**config.mk**
```make
export PLATFORM = sky130hd
export DESIGN_NAME = graphite_cmd_tx_flat
export DESIGN_NICKNAME = d
export VERILOG_FILES = /design/src/rtl/graphite_cmd_tx_pkg.sv /design/src/rtl/graphite_cmd_tx_if.sv /design/src/rtl/graphite_cmd_tx_sync_fifo.sv /design/src/rtl/graphite_cmd_tx.sv /design/src/flat_wrapper.sv
export SDC_FILE = /design/constraint.sdc
export NUM_CORES = 1
export LEC_CHECK = 0
export ABC_CLOCK_PERIOD_IN_PS = 3400
export CORE_MARGIN = 2
export CORE_UTILIZATION = 50
export DETAILED_ROUTE_END_ITERATION = 10
export DONT_BUFFER_PORTS = 1
export PLACE_DENSITY = 0.66
export SYNTH_ARGS = -nofsm -noshare
export SYNTH_HDL_FRONTEND = slang
export SYNTH_HIERARCHICAL = 1
export SYNTH_SLANG_ARGS = --single-unit
```
**constraint.sdc**
```tcl
create_clock -name clk -period 3.4 [get_ports clk]
set_input_delay 0.34 -clock clk [delete_from_list [all_inputs] [get_ports clk]]
set_output_delay 0.34 -clock clk [all_outputs]
set_load 0.01 [all_outputs]
```
**src/rtl/graphite_cmd_tx_pkg.sv**
```systemverilog
`default_nettype none
// ============================================================================
// Module   : graphite_cmd_pkg
// Purpose  : Register map, STATUS/CTRL bit positions and STATUS packing helper
//            shared by the Graphite command transmitter.
// Revision : 1.0
// ============================================================================
package graphite_cmd_pkg;

  localparam logic [1:0] REG_DATA   = 2'd0;
  localparam logic [1:0] REG_STATUS = 2'd1;
  localparam logic [1:0] REG_CTRL   = 2'd2;
  localparam logic [1:0] REG_STATS  = 2'd3;

  localparam int STATUS_EMPTY_BIT  = 16;
  localparam int STATUS_FULL_BIT   = 17;
  localparam int STATUS_OVF_BIT    = 18;
  localparam int STATUS_TVALID_BIT = 19;

  localparam int CTRL_FLUSH_BIT   = 0;
  localparam int CTRL_CLR_OVF_BIT = 1;

  function automatic logic [31:0] pack_status(
    input logic [15:0] level,
    input logic        empty,
    input logic        full,
    input logic        ovf,
    input logic        tvalid
  );
    logic [31:0] s;
    s                    = '0;
    s[15:0]              = level;
    s[STATUS_EMPTY_BIT]  = empty;
    s[STATUS_FULL_BIT]   = full;
    s[STATUS_OVF_BIT]    = ovf;
    s[STATUS_TVALID_BIT] = tvalid;
    return s;
  endfunction

endpackage
`default_nettype wire

```
**src/rtl/graphite_cmd_tx_if.sv**
```systemverilog
`default_nettype none
// ============================================================================
// Module   : graphite_bus_if / graphite_axis_if
// Purpose  : CPU register-bus and command AXI-stream bundles.
// Revision : 1.0
// ============================================================================
interface graphite_bus_if;
  logic        sel_i;
  logic        wr_i;
  logic [1:0]  addr_i;
  logic [31:0] data_in_i;
  logic [31:0] data_out_o;
  logic        ack_o;

  modport master (output sel_i, wr_i, addr_i, data_in_i, input data_out_o, ack_o);
  modport slave  (input sel_i, wr_i, addr_i, data_in_i, output data_out_o, ack_o);
endinterface

interface graphite_axis_if;
  logic        cmd_axis_tvalid_o;
  logic        cmd_axis_tready_i;
  logic [31:0] cmd_axis_tdata_o;

  modport master (output cmd_axis_tvalid_o, cmd_axis_tdata_o, input cmd_axis_tready_i);
  modport slave  (input cmd_axis_tvalid_o, cmd_axis_tdata_o, output cmd_axis_tready_i);
endinterface
`default_nettype wire

```
**src/rtl/graphite_cmd_tx_sync_fifo.sv**
```systemverilog
`default_nettype none
// ============================================================================
// Module   : sync_fifo
// Purpose  : Single-clock FIFO with push/pop/flush and level/full/empty.
// Revision : 1.0
// ============================================================================
module sync_fifo #(
  parameter int WIDTH   = 32,
  parameter int DEPTH   = 16,
  parameter int LEVEL_W = $clog2(DEPTH) + 1
) (
  input  logic               clk,
  input  logic               rst_n,
  input  logic               push,
  input  logic               pop,
  input  logic               flush,
  input  logic [WIDTH-1:0]   wdata,
  output logic [WIDTH-1:0]   rdata,
  output logic [LEVEL_W-1:0] level,
  output logic               full,
  output logic               empty
);

  localparam int AW = $clog2(DEPTH);

  logic [WIDTH-1:0]   r_mem [DEPTH];
  logic [AW-1:0]      r_wr_ptr;
  logic [AW-1:0]      r_rd_ptr;
  logic [LEVEL_W-1:0] r_level;
  logic               w_push_ok;
  logic               w_pop_ok;

  // A push while full is dropped even if a pop frees a slot on the same edge.
  assign w_push_ok = push & ~full & ~flush;
  assign w_pop_ok  = pop & ~empty;

  assign full  = (r_level == LEVEL_W'(DEPTH));
  assign empty = (r_level == '0);
  assign level = r_level;
  assign rdata = r_mem[r_rd_ptr];

  always_ff @(posedge clk) begin
    if (!rst_n) begin
      r_wr_ptr <= '0;
      r_rd_ptr <= '0;
      r_level  <= '0;
    end else if (flush) begin
      r_wr_ptr <= '0;
      r_rd_ptr <= '0;
      r_level  <= '0;
    end else begin
      if (w_push_ok) r_wr_ptr <= r_wr_ptr + 1'b1;
      if (w_pop_ok)  r_rd_ptr <= r_rd_ptr + 1'b1;
      case ({w_push_ok, w_pop_ok})
        2'b10:   r_level <= r_level + LEVEL_W'(1);
        2'b01:   r_level <= r_level - LEVEL_W'(1);
        default: r_level <= r_level;
      endcase
    end
  end

  always_ff @(posedge clk) begin
    if (w_push_ok) r_mem[r_wr_ptr] <= wdata;
  end

endmodule
`default_nettype wire

```
**src/rtl/graphite_cmd_tx.sv**
```systemverilog
`default_nettype none
// ============================================================================
// Module   : graphite_cmd_tx
// Purpose  : CPU command transmitter: register bus -> FIFO -> AXI-stream.
//            GRAPHITE_CMD_TX_STATS_EN adds an accepted-word counter at reg 3.
// Revision : 1.0
// ============================================================================
module graphite_cmd_tx
  import graphite_cmd_pkg::*;
#(
  parameter int DEPTH   = 16,
  parameter int LEVEL_W = $clog2(DEPTH) + 1
) (
  input  logic             clk,
  input  logic             reset_n_i,
  graphite_bus_if.slave    bus,
  graphite_axis_if.master  cmd_axis,
  output logic             irq_o
);

  logic               r_ack;
  logic [31:0]        r_data_out;
  logic               r_tvalid;
  logic [31:0]        r_tdata;
  logic               r_ovf;

  logic               w_accept;
  logic               w_wr_data;
  logic               w_wr_ctrl;
  logic               w_wr_stats;
  logic               w_flush;
  logic               w_clr_ovf;
  logic               w_load;
  logic               w_xfer;
  logic [31:0]        w_head;
  logic [LEVEL_W-1:0] w_level;
  logic               w_full;
  logic               w_empty;
  logic [31:0]        w_stats;
  logic [31:0]        w_rdata;

  assign w_accept   = bus.sel_i & ~r_ack;
  assign w_wr_data  = w_accept & bus.wr_i & (bus.addr_i == REG_DATA);
  assign w_wr_ctrl  = w_accept & bus.wr_i & (bus.addr_i == REG_CTRL);
  assign w_wr_stats = w_accept & bus.wr_i & (bus.addr_i == REG_STATS);
  assign w_flush    = w_wr_ctrl & bus.data_in_i[CTRL_FLUSH_BIT];
  assign w_clr_ovf  = w_wr_ctrl & bus.data_in_i[CTRL_CLR_OVF_BIT];
  assign w_xfer     = r_tvalid & cmd_axis.cmd_axis_tready_i;
  assign w_load     = (~r_tvalid | cmd_axis.cmd_axis_tready_i) & ~w_empty;

  sync_fifo #(
    .WIDTH   (32),
    .DEPTH   (DEPTH),
    .LEVEL_W (LEVEL_W)
  ) u_fifo (
    .clk   (clk),
    .rst_n (reset_n_i),
    .push  (w_wr_data),
    .pop   (w_load),
    .flush (w_flush),
    .wdata (bus.data_in_i),
    .rdata (w_head),
    .level (w_level),
    .full  (w_full),
    .empty (w_empty)
  );

  // Output register: never retracted by flush, only by acceptance or reset.
  always_ff @(posedge clk) begin
    if (!reset_n_i) begin
      r_tvalid <= 1'b0;
      r_tdata  <= '0;
    end else if (w_load) begin
      r_tvalid <= 1'b1;
      r_tdata  <= w_head;
    end else if (w_xfer) begin
      r_tvalid <= 1'b0;
    end
  end

  always_ff @(posedge clk) begin
    if (!reset_n_i)                r_ovf <= 1'b0;
    else if (w_wr_data && w_full)  r_ovf <= 1'b1;
    else if (w_clr_ovf)            r_ovf <= 1'b0;
  end

`ifdef GRAPHITE_CMD_TX_STATS_EN
  logic [31:0] r_stats;

  always_ff @(posedge clk) begin
    if (!reset_n_i)      r_stats <= '0;
    else if (w_wr_stats) r_stats <= '0;
    else if (w_xfer)     r_stats <= r_stats + 32'd1;
  end

  assign w_stats = r_stats;
`else
  logic w_unused_stats;
  assign w_unused_stats = w_wr_stats;
  assign w_stats        = '0;
`endif

  always_comb begin
    w_rdata = '0;
    case (bus.addr_i)
      REG_STATUS: w_rdata = pack_status(16'(w_level), w_empty, w_full, r_ovf, r_tvalid);
      REG_STATS:  w_rdata = w_stats;
      default:    w_rdata = '0;
    endcase
  end

  always_ff @(posedge clk) begin
    if (!reset_n_i) begin
      r_ack      <= 1'b0;
      r_data_out <= '0;
    end else begin
      r_ack      <= w_accept;
      r_data_out <= (w_accept && !bus.wr_i) ? w_rdata : '0;
    end
  end

  assign bus.ack_o                  = r_ack;
  assign bus.data_out_o             = r_data_out;
  assign cmd_axis.cmd_axis_tvalid_o = r_tvalid;
  assign cmd_axis.cmd_axis_tdata_o  = r_tdata;
  assign irq_o                      = (w_level <= LEVEL_W'(DEPTH / 2));

endmodule
`default_nettype wire

```
**src/flat_wrapper.sv**
```systemverilog
// flat-port wrapper written by rule: the top's interface ports become plain ports
module graphite_cmd_tx_flat import graphite_cmd_pkg::*;
#(
  parameter int DEPTH   = 16,
  parameter int LEVEL_W = $clog2(DEPTH) + 1
)
  (clk, reset_n_i, irq_o, bus_sel_i, bus_wr_i, bus_addr_i, bus_data_in_i, bus_data_out_o, bus_ack_o, cmd_axis_cmd_axis_tvalid_o, cmd_axis_cmd_axis_tdata_o, cmd_axis_cmd_axis_tready_i);
  graphite_bus_if bus_i ();
  graphite_axis_if cmd_axis_i ();
  input  logic clk;
  input  logic reset_n_i;
  output logic irq_o;
  input wire logic [$bits(bus_i.sel_i)-1:0] bus_sel_i;
  input wire logic [$bits(bus_i.wr_i)-1:0] bus_wr_i;
  input wire logic [$bits(bus_i.addr_i)-1:0] bus_addr_i;
  input wire logic [$bits(bus_i.data_in_i)-1:0] bus_data_in_i;
  output wire logic [$bits(bus_i.data_out_o)-1:0] bus_data_out_o;
  output wire logic [$bits(bus_i.ack_o)-1:0] bus_ack_o;
  output wire logic [$bits(cmd_axis_i.cmd_axis_tvalid_o)-1:0] cmd_axis_cmd_axis_tvalid_o;
  output wire logic [$bits(cmd_axis_i.cmd_axis_tdata_o)-1:0] cmd_axis_cmd_axis_tdata_o;
  input wire logic [$bits(cmd_axis_i.cmd_axis_tready_i)-1:0] cmd_axis_cmd_axis_tready_i;
  assign bus_i.sel_i = bus_sel_i;
  assign bus_i.wr_i = bus_wr_i;
  assign bus_i.addr_i = bus_addr_i;
  assign bus_i.data_in_i = bus_data_in_i;
  assign bus_data_out_o = bus_i.data_out_o;
  assign bus_ack_o = bus_i.ack_o;
  assign cmd_axis_cmd_axis_tvalid_o = cmd_axis_i.cmd_axis_tvalid_o;
  assign cmd_axis_cmd_axis_tdata_o = cmd_axis_i.cmd_axis_tdata_o;
  assign cmd_axis_i.cmd_axis_tready_i = cmd_axis_cmd_axis_tready_i;
  graphite_cmd_tx #(.DEPTH(DEPTH), .LEVEL_W(LEVEL_W)) u_core (.clk(clk), .reset_n_i(reset_n_i), .bus(bus_i), .cmd_axis(cmd_axis_i), .irq_o(irq_o));
endmodule
```
======== Word-level counts from Yosys, hierarchy flattened ========
Memories as Yosys holds them, arrays and structs flattened. A register that Yosys moved wholly into a read port is not among the register bits.
Cells that the tools add are included.
cells by class
  div/mod/pow operators ................... 0
  mux-type cells .......................... 7
  shift operators ......................... 0
  add/sub/neg operators ................... 4
  $lt $le $gt $ge ......................... 1
  eq/ne operators ......................... 5
  reductions and logical operators ........ 12
  $mul .................................... 0
  bitwise operators ....................... 18
operators with widths
  cell                                                                               count
  1-bit AND                                                                          11
  5-bit one-hot mux with 2 select lines                                              1
  4-bit by 1-bit adder with 4-bit output (second input constant)                     2
  1-bit 2-to-1 mux                                                                   6
  1-bit inverter                                                                     6
  2-bit nonzero test                                                                 3
  5-bit by 1-bit adder with 5-bit output (second input constant)                     1
  5-bit equality test (second input constant)                                        1
  5-bit by 4-bit less-or-equal comparator with 1-bit output (second input constant)  1
  5-bit zero test                                                                    1
  5-bit by 1-bit subtractor with 5-bit output (second input constant)                1
  2-bit by 1-bit equality test with 1-bit output (second input constant)             2
  2-bit equality test (second input constant)                                        2
  3-bit AND reduction                                                                1
  1-bit logical AND                                                                  2
  1-bit zero test                                                                    2
  2-bit zero test                                                                    1
  2-bit AND reduction                                                                1
  2-bit OR reduction                                                                 1
  1-bit OR                                                                           1
storage, ports and cells
  output and inout port bits .............. 67
  latch bits .............................. 0
  ROM bits ................................ 0
  memories kept ........................... 1
  memory bits (writable) .................. 512
  input bits .............................. 39
  register bits ........................... 48
  word-level logic and storage cells ...... 56
memories
  name                 depth  bits a word  rd ports  clocked after Yosys merged registers in  write ports  line                             source
  u_core.u_fifo.r_mem  16     32           1         1                                        1            graphite_cmd_tx_sync_fifo.sv:26  logic [WIDTH-1:0] r_mem [DEPTH];

======== Depth between registers and ports, before layout ========
  word-level depth ........................ 9
  gate-level depth with buffers ........... 16
  gate-level depth less buffers ........... 12

======== Hierarchy ========
Netlist, hierarchy kept.
by module, submodules not included
  module           cells each  seq. area each (µm²)  area an instance (µm²)  times used
  sync_fifo        904         15715.1               20143.1                 1
  graphite_cmd_tx  209         880.8                 2054.5                  1

======== Least setup slack after synthesis ========
OpenSTA, ideal clock, no wires.
  path type ............................... reg2reg
  start ................................... register u_core.u_fifo.r_level[0] (netlist: u_core/u_fifo/level[0])
  end ..................................... register u_core.u_fifo.r_level[4] (netlist: u_core/u_fifo/level[4])
  setup slack ............................. 0.044 ns
  data required time ...................... 3.278 ns
  data arrival time ....................... 3.234 ns
  setup time .............................. 0.122 ns
  stages on the path, launching flop included .. 17
  buffers on the path ..................... 4
  period minus slack after synthesis ...... 3.356 ns
  cell sequence ........................... dfxtp_1 or4_1 buf_6 nor2_1 buf_4 buf_2 nor2_1 o21ai_4 inv_1 ha_1 clkbuf_1 xor2_1 ha_1 o21ai_0 o21ai_0 a32o_1 a311o_1
on the way
  longest elaborated chain between the ends .. 6
  elaborated cells on any way between the ends .. 14
  those cells by class .................... add/sub (2); eq/ne (3); mux (1); bitwise (6); reduce/logical (2)
ends and longest elaborated chain
  item                                                                                   line                             source
  from (decl)                                                                            graphite_cmd_tx_sync_fifo.sv:29  logic [LEVEL_W-1:0] r_level;
  from (signal assigned)                                                                 graphite_cmd_tx_sync_fifo.sv:55  2'b10: r_level <= r_level + LEVEL_W'(1);
  from (signal assigned)                                                                 graphite_cmd_tx_sync_fifo.sv:56  2'b01: r_level <= r_level - LEVEL_W'(1);
  from (signal assigned)                                                                 graphite_cmd_tx_sync_fifo.sv:57  default: r_level <= r_level;
  5-bit zero test *                                                                      graphite_cmd_tx_sync_fifo.sv:38  assign empty = (r_level == '0);
  net u_core.w_empty                                                                     graphite_cmd_tx.sv:38            logic w_empty;
  1-bit inverter *                                                                       graphite_cmd_tx.sv:49            assign w_load = (~r_tvalid | cmd_axis.cmd_axis_tready_i) & ~w_empty;
  1-bit AND *                                                                            graphite_cmd_tx.sv:49
  net u_core.w_load                                                                      graphite_cmd_tx.sv:33            logic w_load;
  1-bit AND *                                                                            graphite_cmd_tx_sync_fifo.sv:35  assign w_pop_ok = pop & ~empty;
  net u_core.u_fifo.w_pop_ok                                                             graphite_cmd_tx_sync_fifo.sv:31  logic w_pop_ok;
  2-bit by 1-bit equality test with 1-bit output or 2-bit equality test (tied branches)  graphite_cmd_tx_sync_fifo.sv:54  case ({w_push_ok, w_pop_ok})
  5-bit one-hot mux with 2 select lines or 2-bit nonzero test (tied branches)            n/a
Mark *: on every way through the listed nets, which the timed path passes. The rest lies on a longest branch.
A chain may end at the register's enable or synchronous reset.

======== Final worst setup path ========
  start ................................... register u_core.u_fifo.r_level[1] (netlist: u_core/u_fifo/level[1])
  end ..................................... register u_core.u_fifo.r_level[4] (netlist: u_core/u_fifo/level[4])
on the way
  longest elaborated chain between the ends .. 6
  elaborated cells on any way between the ends .. 14
  those cells by class .................... add/sub (2); eq/ne (3); mux (1); bitwise (6); reduce/logical (2)
ends and longest elaborated chain
  item                                                                                   line
  5-bit zero test *                                                                      graphite_cmd_tx_sync_fifo.sv:38
  1-bit inverter *                                                                       graphite_cmd_tx_sync_fifo.sv:35, graphite_cmd_tx.sv:49
  1-bit AND                                                                              graphite_cmd_tx.sv:49
  1-bit AND *                                                                            graphite_cmd_tx_sync_fifo.sv:35
  net u_core.u_fifo.w_pop_ok                                                             graphite_cmd_tx_sync_fifo.sv:31
  2-bit by 1-bit equality test with 1-bit output or 2-bit equality test (tied branches)  graphite_cmd_tx_sync_fifo.sv:54
  5-bit one-hot mux with 2 select lines or 2-bit nonzero test (tied branches)            n/a
Marked as above.

==> results_dict.tcl <==
set metrics [dict create \
    status "completed" \
    drive_gt1_share_pct 27.70 \
    reg2reg_from "u_core/u_fifo/level[1]" \
    cts_tree "done" \
    fin_crit_sh_pct 93.19 \
    worstPathArrival_ns 3.65 \
    timing.fmax_ghz 0.3156 \
    yosysWarnings 6 \
    drc_errors 0 \
    grt_max_degree 67 \
    wl_per_cell_um 26.85 \
    grt_pass1_wl_um 72950 \
    layout_setup_ws_ns 0.2314 \
    ys_ff_latch 573 \
    cap_violations 0 \
    whs_ns 0.1677 \
    holdCritStartpoint "reset_n_i" \
    synth_async_sr_flop_share_pct 0 \
    maxSlewViolCount 0 \
    setup_viol 0 \
    overflow 0 \
    multi_input_area_um2 5205 \
    ioPinCount 106 \
    num_vias 10900 \
    rrSetupSlack_ns 0.23 \
    ys_seq_area_share_pct 74.76 \
    htreeDepth 2 \
    fin_skew_ns 0.01980 \
    drt_first_pass_iters 5 \
    hold-path-endpoint "u_core/u_fifo/r_wr_ptr[3]" \
    p_leak_uw 0.007949 \
    synthSimpleGateAreaFrac_pct 3.444 \
    fin_crit_ns 3.169 \
    final.fill_count 3269 \
    area_delta_synth_final_pct 14.02 \
    irDropWorstVdd_v 0.0005972 \
    gp_congestion 0.7476 \
    synth_edf_count 512 \
    netlist_area_um2 22200 \
    yosysUniqueCellTypes 50 \
    hold_viol 0 \
    synth_top_family_by_area "multiplexers" \
    numCtsBuffers 56 \
    layout_common_cells "edfxtp_1, mux4_2, a22oi_1" \
    end_kind "flip-flop" \
    min_path_cells 3 \
    die_x_um 214.7 \
    synth-xor-area-share_pct 0.2762 \
    synth_flop_cell "edfxtp_1" \
    syn_avg_cell_area_um2 19.94 \
    grt_use_total_pct 21.50 \
    start_util_pct 50.42 \
    synth_top_area_cell "edfxtp_1" \
    die_y_um 214.7 \
    synth_cells 1113 \
    startpoint_type "flip-flop" \
    clock_latency_ns 0.60 \
    die_area_um2 46100 \
    final_common_cell "edfxtp_1" \
    cp.required_ns 3.89 \
    synth_adder_area_share_pct 0.5073 \
    seq_area_um2 16600 \
    ys_top_cells_by_area "edfxtp_1, mux4_2, dfxtp_1" \
    p_total_uw 16980 \
    clockBufferDepth 3 \
    dpl_worst_slack_ns 0.2435 \
    finalNetCount 1225 \
    finalWirelength_um 48790 \
    p_per_area_nw_per_um2 671.0 \
    worstSetupPathType "flip-flop to flip-flop" \
    cts-root-buf "clkbuf_16" \
    postRouteAntennaNets 0 \
    worst_slew_pin_slew_ns 1.170 \
    r2r_end "u_core/u_fifo/level[4]" \
    muxShareOfSynthArea_pct 13.12 \
    synth_top_area_share_pct 69.26 \
    cp_max_fo 10 \
    antenna_found_initial 1 \
    viasPerCell 5.997 \
    timing.setup.tns_ns 0 \
    utilization_pct 57.49 \
    hold_class "input port to flip-flop" \
    grt_pass1_vias 11160 \
    core_area_um2 44030 \
    rsz0062_at_grt "false" \
    slew_headroom_pct 21.97 \
    clk_pin_slew_ns 0.06 \
    std_cell_rows 77 \
    reg2regPathDepth 10 \
    hpwlAfterDp_um 26200 \
    port_buffers 0 \
    synth-compound-area-share_pct 5.439 \
    drt_iter0_markers 915 \
    clock-sinks 573 \
]
cells in the mapped netlist, types with 4 or more instances:
cell type	count
o211ai_1	4
dfxtp_1	61
a21oi_2	29
inv_1	7
buf_4	30
mux4_2	128
edfxtp_1	512
xor2_1	5
clkbuf_1	34
and2_1	27
o21ai_2	30
buf_2	20
ha_1	9
o21ai_0	4
a21oi_1	10
nand3_1	36
buf_6	5
a22oi_1	64
nand2_1	36
nor2_1	14
per-layer routing:
metal / share of wire (%) / up-vias / wire length [um] / global-route usage (%)
met5: 0 / - / 0 / 0
met3: 6.6 / 66 / 3201 / 3.439
met2: 50 / 378 / 24360 / 35.33
li1: - / 4641 / - / -
met1: 42 / 5812 / 20310 / 30.29
met4: 1.9 / 0 / 919 / 5.787
sequential cells by signal (all words and copies together) (netlist names), named ones only:
name                               flops
u_core/u_fifo/level                    5
u_core/bus.ack_o                       1
u_core/u_fifo/r_mem                  512
u_core/r_ovf                           1
u_core/cmd_axis.cmd_axis_tdata_o      32
u_core/cmd_axis.cmd_axis_tvalid_o      1
u_core/u_fifo/r_rd_ptr                 4
u_core/u_fifo/r_wr_ptr                 4
u_core/bus.data_out_o                  9
logic make-up (layout without fill, tap and decap cells):
kind of cell,Yosys count,after routing
AO/OA/AOI/OAI,153,153
XOR/XNOR,7,7
adder cells (fa/ha/maj),9,9
buffers and inverters,97,186
flip-flops,573,573
multiplexers,131,131
other,1,24
AND/OR/NAND/NOR,142,142
final cells by class:
type | count | share of cell area [%]
clock buffer | 67 | 5.784
inverter | 8 | 0.1186
multi-input combinational | 465 | 20.56
tap | 592 | 2.926
sequential | 573 | 65.60
antenna | 1 | 0.009887
timing repair buffer | 73 | 3.609
clock inverter | 38 | 1.389
worst max path at each step:
stage | startpoint | endpoint | slack (ns) | depth (start not counted)
after floorplan | u_core/u_fifo/level[0] | u_core/u_fifo/level[4] | 0.04 | 16
after global placement | u_core/u_fifo/level[1] | u_core/u_fifo/level[4] | 0.32 | 11
after detailed placement | u_core/u_fifo/level[1] | u_core/u_fifo/level[4] | 0.24 | 11
after CTS | u_core/u_fifo/level[1] | u_core/u_fifo/level[4] | 0.24 | 11
after global routing | u_core/u_fifo/level[1] | u_core/u_fifo/level[4] | 0.05 | 11
final | u_core/u_fifo/level[1] | u_core/u_fifo/level[4] | 0.23 | 10
critical path, stage by stage, from the launching register on:
cell and delay, ns:
dfxtp_1 0.38, or4_1 0.65, buf_4 0.22, o21ai_4 0.19, inv_1 0.08, ha_1 0.29, ha_1 0.27, or3b_2 0.49
o2111ai_1 0.12, mux2i_1 0.10, a311o_1 0.27
power by group:
group          switching [uW]  leakage [uW]  internal [uW]  total [uW]
registers                 221       0.00510           7820        8040
clock network            2570      0.000873           3530        6100
logic                    1690       0.00197           1160        2850
metrics by stage:
step | instance area, um2 | std cells
after floorplan | 22280 | 1135
after global placement | 23130 | 1675
after detailed placement | 23130 | 1675
after CTS | 25300 | 1816
after global routing | 25310 | 1817
final | 25310 | 1817
repair_timing:
| item | in CTS | in global routing |
|---|---|---|
| resized for setup | 0 | 1 |
| endpoints found under the hold margin | 514 | 0 |
| endpoints found under the setup margin | 0 | 1 |
| buffers inserted | 0 | 0 |
| hold buffers | 36 | 0 |
Power figures use the tool's default switching activity.
